`config.mk`:
```
export PLATFORM = sky130hd
export DESIGN_NAME = vend_controller
export DESIGN_NICKNAME = d
export VERILOG_FILES = /design/src/rtl/vend_controller.sv
export SDC_FILE = /design/constraint.sdc
export NUM_CORES = 1
export LEC_CHECK = 0
export BUFFER_PORTS_ARGS = -buffer_cell sky130_fd_sc_hd__buf_2
export CORE_UTILIZATION = 55
export DETAILED_ROUTE_END_ITERATION = 8
export HOLD_SLACK_MARGIN = 0.05
export MAX_ROUTING_LAYER = met4
export PLACE_DENSITY_LB_ADDON = 0.12
export SYNTH_ARGS = -nofsm -noshare
export SYNTH_HDL_FRONTEND = slang
export SYNTH_SLANG_ARGS = --single-unit
```
`constraint.sdc`:
```
create_clock -name clk -period 3.61 [get_ports clk]
set_input_delay 0.361 -clock clk [delete_from_list [all_inputs] [get_ports clk]]
set_output_delay 0.361 -clock clk [all_outputs]
set_load 0.005 [all_outputs]
```
`src/rtl/vend_controller.sv`:
```
// Vending transaction controller: coin credit, item selection with stock/price
// check, single-cycle vend strobe, motor supervision with timeout, change return.
module vend_controller #(
    parameter int unsigned PRICE0        = 4,
    parameter int unsigned PRICE1        = 5,
    parameter int unsigned PRICE2        = 6,
    parameter int unsigned PRICE3        = 8,
    parameter int unsigned CREDIT_MAX    = 40,
    parameter int unsigned MOTOR_TIMEOUT = 1000
) (
    input  logic       clk,
    input  logic       rst_n,
    input  logic       coin_valid,
    input  logic [1:0] coin_value,
    input  logic       select_valid,
    input  logic [1:0] select_item,
    input  logic       cancel,
    input  logic       sold_out,
    input  logic       motor_done,
    input  logic       change_ack,
    output logic [1:0] item_select,
    output logic       vend_pulse,
    output logic       motor_start,
    output logic [7:0] credit,
    output logic       change_valid,
    output logic [7:0] change_amount,
    output logic       coin_reject,
    output logic       deny_sold_out,
    output logic       deny_funds,
    output logic       fault
);

    localparam int unsigned CNT_W = $clog2(MOTOR_TIMEOUT);

    typedef enum logic [1:0] {IDLE, CHECK, MOTOR, CHANGE} state_t;

    state_t             state_q, state_d;
    logic [7:0]         credit_q, credit_d;
    logic [1:0]         item_q, item_d;
    logic [CNT_W-1:0]   cnt_q, cnt_d;
    logic               fault_q, fault_d;
    logic               vend_pulse_q, vend_pulse_d;
    logic               motor_start_q, motor_start_d;
    logic               change_valid_q, change_valid_d;
    logic [7:0]         change_amount_q, change_amount_d;
    logic               coin_reject_q, coin_reject_d;
    logic               deny_sold_out_q, deny_sold_out_d;
    logic               deny_funds_q, deny_funds_d;

    logic [8:0]         coin_sum;
    logic               coin_ok;
    logic [7:0]         price;
    logic               funds_ok;

    function automatic logic [7:0] price_of(input logic [1:0] idx);
        case (idx)
            2'd0:    price_of = 8'(PRICE0);
            2'd1:    price_of = 8'(PRICE1);
            2'd2:    price_of = 8'(PRICE2);
            default: price_of = 8'(PRICE3);
        endcase
    endfunction

    function automatic logic [8:0] coin_units(input logic [1:0] v);
        case (v)
            2'd0:    coin_units = 9'd1;
            2'd1:    coin_units = 9'd2;
            2'd2:    coin_units = 9'd5;
            default: coin_units = 9'd20;
        endcase
    endfunction

    // Sum is formed in 9 bits so a coin on top of a large credit cannot wrap.
    assign coin_sum = {1'b0, credit_q} + coin_units(coin_value);
    assign coin_ok  = coin_valid && (state_q == IDLE) && (coin_sum <= 9'(CREDIT_MAX));
    assign price    = price_of(item_q);
    assign funds_ok = (credit_q >= price);

    always_ff @(posedge clk or negedge rst_n) begin
        if (!rst_n) begin
            state_q         <= IDLE;
            credit_q        <= '0;
            item_q          <= '0;
            cnt_q           <= '0;
            fault_q         <= 1'b0;
            vend_pulse_q    <= 1'b0;
            motor_start_q   <= 1'b0;
            change_valid_q  <= 1'b0;
            change_amount_q <= '0;
            coin_reject_q   <= 1'b0;
            deny_sold_out_q <= 1'b0;
            deny_funds_q    <= 1'b0;
        end else begin
            state_q         <= state_d;
            credit_q        <= credit_d;
            item_q          <= item_d;
            cnt_q           <= cnt_d;
            fault_q         <= fault_d;
            vend_pulse_q    <= vend_pulse_d;
            motor_start_q   <= motor_start_d;
            change_valid_q  <= change_valid_d;
            change_amount_q <= change_amount_d;
            coin_reject_q   <= coin_reject_d;
            deny_sold_out_q <= deny_sold_out_d;
            deny_funds_q    <= deny_funds_d;
        end
    end

    always_comb begin
        state_d  = state_q;
        credit_d = credit_q;
        item_d   = item_q;
        cnt_d    = cnt_q;
        fault_d  = fault_q;
        case (state_q)
            IDLE: begin
                if (coin_ok) credit_d = coin_sum[7:0];
                // cancel outranks a same-cycle selection even when there is nothing to refund
                if (cancel) begin
                    if (credit_q != '0) state_d = CHANGE;
                end else if (select_valid && !fault_q) begin
                    item_d  = select_item;
                    state_d = CHECK;
                end
            end
            CHECK: begin
                if (!sold_out && funds_ok) begin
                    credit_d = credit_q - price;
                    cnt_d    = '0;
                    state_d  = MOTOR;
                end else begin
                    state_d = IDLE;
                end
            end
            MOTOR: begin
                if (motor_done) begin
                    state_d = (credit_q != '0) ? CHANGE : IDLE;
                end else if (cnt_q == CNT_W'(MOTOR_TIMEOUT - 1)) begin
                    fault_d  = 1'b1;
                    credit_d = credit_q + price;
                    state_d  = CHANGE;
                end else begin
                    cnt_d = cnt_q + CNT_W'(1);
                end
            end
            CHANGE: begin
                if (change_ack) begin
                    credit_d = '0;
                    state_d  = IDLE;
                end
            end
            default: state_d = IDLE;
        endcase
    end

    always_comb begin
        vend_pulse_d    = (state_q == CHECK) && !sold_out && funds_ok;
        deny_sold_out_d = (state_q == CHECK) && sold_out;
        deny_funds_d    = (state_q == CHECK) && !sold_out && !funds_ok;
        coin_reject_d   = coin_valid && !coin_ok;
        motor_start_d   = (state_d == MOTOR);
        change_valid_d  = (state_d == CHANGE);
        change_amount_d = change_valid_d ? credit_d : '0;
    end

    assign item_select   = item_q;
    assign vend_pulse    = vend_pulse_q;
    assign motor_start   = motor_start_q;
    assign credit        = credit_q;
    assign change_valid  = change_valid_q;
    assign change_amount = change_amount_q;
    assign coin_reject   = coin_reject_q;
    assign deny_sold_out = deny_sold_out_q;
    assign deny_funds    = deny_funds_q;
    assign fault         = fault_q;

endmodule

```
### Word-level counts from Yosys, hierarchy flattened

Cells that the tools add are included.

* register bits after elaboration: 37
* bits of input ports: 12
* output and inout bits: 25

* $add $sub $neg: 4
* $lt $le $gt $ge: 2
* equal/unequal tests: 13
* multiplexer cells: 22
* bitwise logic cells: 2
* reductions and logical operators: 21

Operators by type and width (number)
* 2-to-1 mux 8 bit: 6
* one-hot mux 8 bit (4 select lines): 1
* 2-to-1 mux 10 bit: 3
* one-hot mux 10 bit (2 select lines): 1
* 2-to-1 mux 2 bit: 8
* one-hot mux 5 bit (3 select lines): 1
* == test 2 bit, second input constant: 6
* one-hot mux 4 bit (3 select lines): 1
* adder 10 x 1 -> 10 bit, second input constant: 1
* == test 10 bit, second input constant: 1
* adder 8 x 9 -> 9 bit: 1
* <= comparator 9 x 6 -> 1 bit, second input constant: 1
* logical AND 1 bit: 9
* adder 8 bit: 1
* greater-or-equal comparator 8 bit: 1
* one-hot mux 2 bit (4 select lines): 1
* nonzero test 8 bit: 1
* subtractor 8 bit: 1
* == test 2 x 1 -> 1 bit, second input constant: 3
* zero test 2 bit: 3
* inequality test 2 bit, second input constant: 3
* AND reduction 3 bit: 2
* zero test 1 bit: 4
* AND reduction 4 bit: 1
* other kinds (2): 3

### Logic depth before layout (Yosys ltp)

* word-level depth: 8
* gate-level depth with buffers: 14

### Worst setup path after synthesis

OpenSTA, ideal clock, no wires.

* kind: reg-to-reg
* from: register credit_q[0] (netlist: credit[0])
* to: register change_amount_q[1] (netlist: change_amount[1])
* library setup time: 80 ps
* arrival time: 2577 ps
* data required time: 3530 ps
* path slack: 953 ps
* stages on the path, launching flop included: 10
* buffers on the path: 0
* cells stage by stage: dfrtp_1 -> ha_1 -> fa_1 -> xnor2_2 -> and2_4 -> or3_4 -> a31oi_4 -> a21o_4 -> mux2_4 -> nor3_2

* longest elaborated chain between the ends: 6
* elaborated cells on any way between the ends: 21
* classes of those cells: add/sub: 3; order compare: 2; eq/ne: 1; mux: 12; reduce/logical: 3

RTL lines
* start: declaration: RTL line 38 `logic [7:0] credit_q, credit_d;`
* start signal: assignment: RTL line 95 `credit_q <= credit_d;`
* adder 8 x 9 -> 9 bit (tied with other cells): RTL line 74 `assign coin_sum = {1'b0, credit_q} + coin_units(coin_value);`
* <= comparator 9 x 6 -> 1 bit (tied with other cells): RTL line 75 `assign coin_ok = coin_valid && (state_q == IDLE) && (coin_sum <= 9'(CREDIT_MAX));`
* logical AND 1 bit (tied with other cells): RTL line 75
* 2-to-1 mux 8 bit or one-hot mux 2 bit (4 select lines) (tied branches): RTL line 117, 115
* one-hot mux 8 bit (4 select lines) or == test 2 bit (tied branches): RTL line 115, 162
* 2-to-1 mux 8 bit *: RTL line 163 `change_amount_d = change_valid_d ? credit_d : '0;`
* via change_amount_d[1]: RTL line 45 `logic [7:0] change_amount_q, change_amount_d;`
* end signal: assignment: RTL line 102 `change_amount_q <= change_amount_d;`
* end: declaration: RTL line 45

Mark *: on every way through the listed nets, which the timed path passes. The rest lies on a longest branch.
A chain may end at the register's enable or synchronous reset.

### Worst setup path in the final report

* from: register item_q[0] (netlist: item_select[0])
* to: register cnt_q[8]

* longest elaborated chain between the ends: 6
* elaborated cells on any way between the ends: 8
* classes of those cells: order compare: 1; eq/ne: 3; mux: 1; reduce/logical: 3

RTL lines
* start: declaration: RTL line 39 `logic [1:0] item_q, item_d;`
* start signal: assignment: RTL line 96 `item_q <= item_d;`
* == test 2 bit (tied with other cells): RTL line 56 `case (idx)`
* one-hot mux 4 bit (3 select lines) *: RTL line 56
* greater-or-equal comparator 8 bit *: RTL line 77 `assign funds_ok = (credit_q >= price);`
* logical AND 1 bit *: RTL line 127 `if (!sold_out && funds_ok) begin`
* inequality test 2 bit (no source line) *
* AND reduction 4 bit (no source line) *
* end signal: assignment: RTL line 97 `cnt_q <= cnt_d;`
* end: declaration: RTL line 40 `logic [CNT_W-1:0] cnt_q, cnt_d;`

Every way passes the cells marked *; elsewhere a longest branch is shown, timed or not.

==> out/metrics.yaml <==
grt_overflow_total: 0
firstDrtPassIters: 5
synth_area_um2: 2718
arrival_ns: 3.23
rr_endpoint: "cnt_q[8]"
area_growth_pct: 12.43
cts_buffers: 5
diodes: 0
crit_family: "simple AND/OR/NAND/NOR gates"
dieWidth_um: 72.29
ys_seq_elements: 37
synth_flop_cell: "dfrtp_1"
path_cells: "nor2b_1 > ha_1 > inv_1 > fa_1 > nor2b_1 > o21a_1 > nor2_1 > a21o_1 > inv_2 > nor2_1 > nor4_1 > xnor2_1 > nor2_1"
synth_cells: 302
power_leakage_uw: 0.001412
grt_max_degree: 38
path_buf_inv: 2
regToRegStartpoint: "item_select[0]"
max_freq_ghz: 0.3276
core_um2: 4723
setup_tns_ns: 0
hp-class: "in -> async"
place_hpwl_um: 4848
synth_edf_count: 0
dp.cells: 393
worst_path_max_delay_cell: "dfrtp_1"
fin_cells: 401
grt_pass1_wl_um: 10530
status: "finished, final reports clean"
rsz0062_at_grt: "false"
place_congestion: 0.9318
ir_drop_uv: 490.5
via_count: 2372
max_stage_delay_ns: 0.40
place_ws_ns: 0.6079
final_common_cell: "dfrtp_1"
avgSynthCellArea_um2: 8.999
final-setup-viol-count: 0
dpl-instance-area_um2: 2922
io_pins: 37
required_ns: 3.78
initial_core_util_pct: 57.54
antenna_found_initial: 0
seq_area_frac_synth_pct: 34.07
yosysUniqueCellTypes: 66
post-cts-setup-buffer-count: 0
vias_per_cell: 5.915
cp-end-kind: "register"
cpMostUsedCell: "nor2_1"
nets: 362
cts_sinks: 37
fin_ws_ns: 0.5573
critPathKind: "reg -> reg"
cts_root_buf: "clkbuf_8"
postCtsResizedCells: 0
fin_crit_sh_pct: 84.56
clk_pin_slew_worst_paths_ns: 0.08
drc_errors: 0
start_kind: "register"
clk_path_buf_depth: 2
cts_tree: "yes"
layout-drive-gt1-share_pct: 20.96
wl_per_cell_um: 15.94
grt_pass1_vias: 2148
die_area_um2: 5226
layout_common_cells: "dfrtp_1, buf_2, nor2_1, nand2_1, a21oi_1"
grtUsageTotal_pct: 26.97
cp_max_fo: 14
syn-num-nets: 331
fin_worst_skew_ns: 0.01322
die_h_um: 72.29
fin_crit_ns: 3.053
worst_hold_slack_ns: 0.1569
numPortBuffers: 36
cap_violations: 0
hold_viol: 0
clkLatencyLatePin_ns: 0.30
worst_pin_slew_ns: 0.8181
finalMaxSlewViolations: 0
cts_hold_buf: 0
synth-async-reset-ratio_pct: 100.0
p_per_area_nw_per_um2: 918.0
routed_wl_um: 6392
fin_area_um2: 3055
r2r_slack_ns: 0.56
drtIter0Drc: 237
relSlewSlack_pct: 45.46
rows: 25
yosysWarningCount: 0
cts.htree.levels: 2
worstRegToRegCells: 13
ant_nets: 0
layout make-up:
class | count | area [um^2]
Timing Repair Buffer | 36 | 180.2
Clock buffer | 5 | 68.82
Tap cell | 67 | 83.83
Fill cell | 399 | 1668
Multi-Input combinational cell | 238 | 1675
Clock inverter | 3 | 65.06
Sequential cell | 37 | 925.9
Inverter | 15 | 56.30
per-stage QoR:
stage	utilization, %	total power, uW
after floorplan	-	1949
after global placement	61.85	2336
after detailed placement	61.85	2355
after CTS	64.69	2787
after global routing	64.69	3016
final	64.69	2805
worst max path at each step:
| stage | from | to | slack [ns] | cells after the start |
|---|---|---|---|---|
| after global placement | item_select[0] | cnt_q[8] | 0.69 | 13 |
| after detailed placement | item_select[0] | cnt_q[6] | 0.61 | 13 |
| after global routing | item_select[0] | cnt_q[8] | 0.29 | 13 |
| after CTS | item_select[1] | cnt_q[6] | 0.59 | 13 |
| final | item_select[0] | cnt_q[8] | 0.56 | 13 |
| after floorplan | credit[0] | change_amount[1] | 0.95 | 9 |
flip-flops by register name, summed over array words and instances, names as in the netlist:
name           flops
deny_sold_out      1
coin_reject        1
item_select        2
cnt_q             10
change_valid       1
change_amount      8
credit             8
motor_start        1
state_q            2
vend_pulse         1
fault              1
deny_funds         1
logic make-up after synthesis:
group | share of synthesized area, %
DFF | 34.07
muxes | 2.532
adders and majority gates | 8.656
xor gates and xnor gates | 5.111
AOI/OAI and AO/OA | 21.64
buffers and inverters | 4.281
and+or+nand+nor | 23.71
cells in the mapped netlist (2+ instances only):
master,number,share of area [%]
fa_1,3,2.2
ha_1,14,6.4
nand2b_1,7,1.6
a31o_2,2,0.64
nor3_2,3,1.1
mux2i_1,2,0.74
or2_2,3,0.69
a31oi_1,5,1.2
nor2b_1,9,2.1
o21ai_1,5,0.92
buf_2,3,0.55
o32ai_1,2,0.64
a21oi_2,2,0.64
nor2_1,30,4.1
nand4b_1,2,0.64
o211ai_1,2,0.55
inv_1,14,1.9
a211oi_1,4,1.1
o21ai_0,9,1.7
a21o_1,5,1.4
o22ai_1,3,0.69
nand4_1,4,0.92
a21oi_1,18,3.3
mux2_2,3,1.2
nand3_1,11,2.0
nand3b_1,2,0.55
clkbuf_1,6,0.83
nor3_1,6,1.1
and2_1,3,0.69
and3b_1,2,0.64
or3_4,2,0.83
o31ai_1,5,1.4
xor2_1,7,2.3
o21a_1,4,1.1
xnor2_1,7,2.3
dfrtp_1,37,34
nor4_1,5,1.2
or3_1,2,0.46
nand2_1,21,2.9
and3_1,2,0.46
metal layers:
layer	vias to the layer above	part of all wire, %	GRT usage, %	routed length [um]
met5	-	0	-	0
met4	0	1.2	5.664	76
met3	15	6.9	4.306	440
met2	103	42	40.29	2716
met1	1102	49	38.80	3158
li1	1152	-	-	-
power by group:
group	total [uW]	internal, uW	switching [uW]
registers	793	547	246
clock network	427	275	152
logic	1590	653	932
(Power assumes the default switching activity.)
